===== config.mk =====
export PLATFORM = sky130hd
export DESIGN_NAME = seq_multiplier
export DESIGN_NICKNAME = d
export VERILOG_FILES = /design/src/rtl/mult_pkg.sv /design/src/rtl/mult_step.sv /design/src/rtl/seq_multiplier.sv
export SDC_FILE = /design/constraint.sdc
export NUM_CORES = 1
export LEC_CHECK = 0
export CAP_MARGIN = 5
export CORE_MARGIN = 2
export CORE_UTILIZATION = 51
export DETAILED_ROUTE_END_ITERATION = 10
export GPL_TIMING_DRIVEN = 0
export PLACE_DENSITY = 0.84
export SYNTH_ARGS = -nofsm -noshare
export SYNTH_HDL_FRONTEND = slang
export SYNTH_HIERARCHICAL = 1
export SYNTH_SLANG_ARGS = --single-unit

===== constraint.sdc =====
create_clock -name clock -period 3.3 [get_ports clock]
set_input_delay 0.495 -clock clock [delete_from_list [all_inputs] [get_ports clock]]
set_output_delay 0.495 -clock clock [all_outputs]
set_load 0.005 [all_outputs]

===== src/rtl/mult_pkg.sv =====
// Shared types and helpers for the sequential shift-add multiplier.
package mult_pkg;

  // Control states of the multiplier sequencer.
  typedef enum logic [1:0] {
    IDLE = 2'd0,
    RUN  = 2'd1,
    DONE = 2'd2
  } state_t;

  // Width of a step counter that must be able to hold the value n.
  function automatic int step_count_width(input int n);
    return $clog2(n + 1);
  endfunction

endpackage


===== src/rtl/mult_step.sv =====
// One shift-add iteration of the multiplier datapath (purely combinational).
// The low bit of the working product selects whether the multiplicand is
// added into the upper half. In signed mode the final step (the multiplier
// sign bit) subtracts instead. The N+1-bit sum is then shifted right together
// with the lower half.
module mult_step
  import mult_pkg::*;
#(
  parameter int N = 4
) (
  input  logic [2*N-1:0] product,
  input  logic [N-1:0]   multiplicand,
  input  logic           is_signed,
  input  logic           last_step,
  output logic [2*N-1:0] next_product
);

  logic [N:0]   upper_ext;
  logic [N:0]   mcand_ext;
  logic [N:0]   sum;
  logic [2*N:0] joined;

  // Extend both operands by one bit, conditionally add or subtract, then shift right.
  always_comb begin
    upper_ext = {is_signed & product[2*N-1], product[2*N-1:N]};
    mcand_ext = {is_signed & multiplicand[N-1], multiplicand};
    sum       = upper_ext;
    if (product[0]) begin
      if (is_signed && last_step) begin
        sum = upper_ext - mcand_ext;
      end else begin
        sum = upper_ext + mcand_ext;
      end
    end
    // The sum's top bit carries the carry (unsigned) or the sign (signed).
    joined       = {sum, product[N-1:0]};
    next_product = joined[2*N:1];
  end

endmodule


===== src/rtl/seq_multiplier.sv =====
// Iterative N x N -> 2N shift-add multiplier, one multiplier bit per clock.
// Supports signed and unsigned operation. A start request is ignored while busy.
// The optional macro MULT_EARLY_EXIT_EN lets unsigned operations finish as soon
// as the remaining multiplier bits are all zero.
module seq_multiplier
  import mult_pkg::*;
#(
  parameter int N = 4
) (
  input  logic           clock,
  input  logic           reset_n,
  input  logic           start,
  input  logic           is_signed,
  input  logic [N-1:0]   multiplicand,
  input  logic [N-1:0]   multiplier,
  output logic [2*N-1:0] product,
  output logic           busy,
  output logic           ready,
  output logic           done
);

  localparam int CW = step_count_width(N);
  localparam logic [CW-1:0] COUNT_LAST = CW'(N - 1);
  localparam logic [CW-1:0] COUNT_MAX  = CW'(N);

  state_t         state_q, state_d;
  logic [2*N-1:0] product_q, product_d;
  logic [N-1:0]   mcand_q, mcand_d;
  logic           signed_q, signed_d;
  logic [CW-1:0]  count_q, count_d;
  logic           done_q, done_d;
  logic [2*N-1:0] step_product;

  mult_step #(.N(N)) u_step (
    .product      (product_q),
    .multiplicand (mcand_q),
    .is_signed    (signed_q),
    .last_step    (count_q == COUNT_LAST),
    .next_product (step_product)
  );

`ifdef MULT_EARLY_EXIT_EN
  logic rest_zero;
  int   remaining;

  // Detect when every multiplier bit that has not yet been retired is zero.
  always_comb begin
    remaining = N - int'(count_q);
    rest_zero = 1'b1;
    for (int i = 0; i < N; i++) begin
      if (i < remaining && product_q[i]) begin
        rest_zero = 1'b0;
      end
    end
  end
`endif

  // Register all state; reset clears everything immediately.
  always_ff @(posedge clock or negedge reset_n) begin
    if (!reset_n) begin
      state_q   <= IDLE;
      product_q <= '0;
      mcand_q   <= '0;
      signed_q  <= 1'b0;
      count_q   <= '0;
      done_q    <= 1'b0;
    end else begin
      state_q   <= state_d;
      product_q <= product_d;
      mcand_q   <= mcand_d;
      signed_q  <= signed_d;
      count_q   <= count_d;
      done_q    <= done_d;
    end
  end

  // Next-state logic: accept in IDLE/DONE, iterate in RUN, finish after N steps.
  always_comb begin
    state_d   = state_q;
    product_d = product_q;
    mcand_d   = mcand_q;
    signed_d  = signed_q;
    count_d   = count_q;
    done_d    = 1'b0;
    case (state_q)
      IDLE, DONE: begin
        if (start) begin
          product_d = {{N{1'b0}}, multiplier};
          mcand_d   = multiplicand;
          signed_d  = is_signed;
          count_d   = '0;
          state_d   = RUN;
        end
      end
      RUN: begin
`ifdef MULT_EARLY_EXIT_EN
        if (!signed_q && rest_zero) begin
          // Remaining steps would only shift; apply them all at once.
          product_d = product_q >> remaining;
          count_d   = COUNT_MAX;
          state_d   = DONE;
          done_d    = 1'b1;
        end else
`endif
        begin
          product_d = step_product;
          count_d   = count_q + CW'(1);
          if (count_q == COUNT_LAST) begin
            state_d = DONE;
            done_d  = 1'b1;
          end
        end
      end
      default: state_d = IDLE;
    endcase
  end

  assign product = product_q;
  assign busy    = (state_q == RUN);
  assign ready   = (state_q == DONE);
  assign done    = done_q;

endmodule


==> reports/summary.txt <==
share of layout cells above drive strength 1 -> 18.1%
FILL cells -> 193
cells resized by post-CTS repair -> 0
GR Overflow Total -> 0
die extent in y -> 53.9 um
drt drc -> 0
Top FF cell, synth -> dfrtp_1
final non-filler cell total -> 174
final hold vios -> 0
Netlist cell types -> 27
P_leak -> 0.724 nW
Setup violations, final -> 0
DR vias -> 921
FP Rows -> 18
status -> completed
HP Class -> reg2reg
Setup Buffers After CTS -> 0
relative slew slack -> 44.8%
setup tns final -> 0 ps
chip width -> 53.9 um
Post-Syn Nets -> 138
final instance area -> 0.00155 mm^2
drt first-iter violations -> 10
CTS max path bufs -> 2
async set-or-reset flop fraction in the synthesized netlist -> 100%
Final Cycle Share -> 89.7%
P&R area growth vs syn -> 22.5%
CP top delay family -> compound AO/OA/AOI/OAI gates
Detailed Place HPWL -> 1.91 mm
synthesized area per cell -> 10.7 um^2
IO Port Bufs -> 22
final net count -> 165
Clock Sinks -> 19
sum of buffers and inverters on the critical path -> 1
CP Data Arrival Time -> 3150 ps
critical path cell sequence -> ha_1, ha_1, nand2_2, o21ai_0, inv_1, ha_1, a21o_1, a21oi_1, xnor2_1, mux2_2, mux2_2, a22o_1
clk_skew -> 12.2 ps
pin count of the biggest net entering global routing -> 20
Worst path slowest cell -> dfrtp_1
Setup WS post-layout -> 340 ps
Final min period -> 2960 ps
area of the multi-input gates -> 683 um^2
Vias/cell -> 5.29
Max Fclk -> 338 MHz
DRT antenna net count -> 0
vias in the first global route -> 907
Critical Path Start Type -> flip-flop
CTS clk-pin slew, worst paths -> 120 ps
worst-path fanout max -> 5
Initial Util -> 52.6%
first-pass iteration count of the detailed router -> 4
Core ar. -> 0.00241 mm^2
endpoint class of the critical path -> flip-flop
first-pass GRT wire length -> 4.06 mm
Critical Path RT -> 3490 ps
CTS buffer count -> 3
RSZ-0062 raised after global routing -> no
worst skew pair latency -> 300 ps
initial antenna violation count -> 0
ant diodes -> 0
CTS tree -> yes
#FFs+latches synth -> 19
pins over their slew limit -> 0
PD cells -> 1160 mW/mm^2
GRT Overall Usage -> 20.0%
placed cell count -> 170
WL final -> 2.49 mm
Hold Buf Count CTS -> 0
most frequent CP cell -> ha_1
pre-CTS worst setup slack -> 400 ps
number of enable flip-flop cells after synthesis -> 0
I/O pin cnt -> 23
Root Driver -> clkbuf_4
Synth Instances -> 118
GP Congestion -> 0.742
Placed Area -> 0.00153 mm^2
Post-Synthesis Cell Area -> 0.00127 mm^2
CTS H-tree lvls -> 1
area of the die -> 0.00290 mm^2
sequential cell area -> 475 um^2
commonest non-fill, non-tap cell in the layout -> clkdlybuf4s50_1
drt wl/cell -> 14.3 um
Max-Cap Viols -> 0
WS Path Type -> reg2reg
Worst VDD drop -> 0.000638 V
Seq/Total Area, Yosys -> 37.5%
Syn. warnings -> 6
Max stage delay on crit path -> 420 ps
Worst-Margin Slew -> 825 ps
most used cells in the layout excluding fill and tap cells -> 22 x clkdlybuf4s50_1, 19 x dfrtp_1, 11 x inv_1
## power breakdown
part | total (mW) | leakage, nW | internal [mW] | switching [mW]
registers | 0.471 | 0.231 | 0.346 | 0.126
clock network | 0.121 | 0.0177 | 0.0451 | 0.0757
logic | 1.22 | 0.476 | 0.731 | 0.485
## logic make-up after synthesis
family / count (synthesis) / synth area share [%]
adders and majority gates: 8 / 8.49
AOI/OAI and AO/OA: 26 / 13.4
and+or+nand+nor: 23 / 10.4
DFF: 19 / 37.5
xor gates and xnor gates: 5 / 3.45
buffers and inverters: 19 / 8.59
muxes: 18 / 18.2
## state kept, by name, indices dropped and copies added (netlist names)
signal,cells
product,8
count_q,3
state_q,2
mcand_q,4
signed_q,1
done,1
## worst reg2reg max path: cells and delay by family, from the launching register on
kind / cells / cell delay (ps)
muxes: 2 / 520
xor gates and xnor gates: 1 / 80
and+or+nand+nor: 1 / 110
AOI/OAI and AO/OA: 4 / 900
adders and majority gates: 3 / 730
DFF: 1 / 420
buffers and inverters: 1 / 100
## layer usage
| layer | up-vias | part of all wire (%) | global-route usage (%) |
|---|---|---|---|
| met1 | 450 | 46 | 25.0 |
| met2 | 13 | 51 | 34.1 |
| met3 | 2 | 2.5 | 3.33 |
| li1 | 456 | - | - |
| met4 | 0 | 0.52 | 7.69 |
| met5 | - | 0 | 0 |
## cells in the mapped netlist, types with 4 or more instances
| library cell | count | share of area [%] |
|---|---|---|
| dfrtp_1 | 19 | 38 |
| inv_1 | 11 | 3.3 |
| a21oi_1 | 9 | 3.6 |
| mux2_4 | 9 | 11 |
| ha_1 | 7 | 6.9 |
| a22o_1 | 5 | 3.5 |
| mux2i_1 | 5 | 3.9 |
| nand2b_1 | 5 | 2.5 |
| nor2_1 | 5 | 1.5 |
| nor2b_1 | 5 | 2.5 |
| a211oi_1 | 4 | 2.4 |
| buf_4 | 4 | 2.4 |
| mux2_2 | 4 | 3.6 |
| xnor2_1 | 4 | 2.8 |
## through the flow
step	total power, mW	utilization (%)	hold slack (ps)
2_1_floorplan	1.37	-	199
3_3_place_gp	1.62	63.3	501
3_5_place_dp	1.69	63.3	530
4_1_cts	1.81	64.4	557
5_1_grt	1.98	64.4	592
6_report	1.81	64.4	561
## worst paths after layout
kind                                             start                endpoint  slack (ps)  cells past startpoint
worst max-delay path            count_q[0]$_DFFE_PN0P_  product[6]$_DFFE_PN0P_         340                     12
worst min-delay path            count_q[1]$_DFFE_PN0P_  count_q[1]$_DFFE_PN0P_         560                      1
worst max register to register  count_q[0]$_DFFE_PN0P_  product[6]$_DFFE_PN0P_         340                     12
worst min register to register  count_q[1]$_DFFE_PN0P_  count_q[1]$_DFFE_PN0P_         560                      1
max in group asynchronous                      reset_n  product[5]$_DFFE_PN0P_        2130                      1
min in group asynchronous                      reset_n  mcand_q[2]$_DFFE_PN0P_         650                      1
## cell type report
cell class	count	area share (%)
multi-input combinational	80	44.0
buffer	8	4.35
timing repair buffer	22	14.2
inverter	11	2.66
tap	30	2.42
sequential	19	30.6
clock buffer	3	1.45
clock inverter	1	0.322
(Power assumes the default switching activity.)
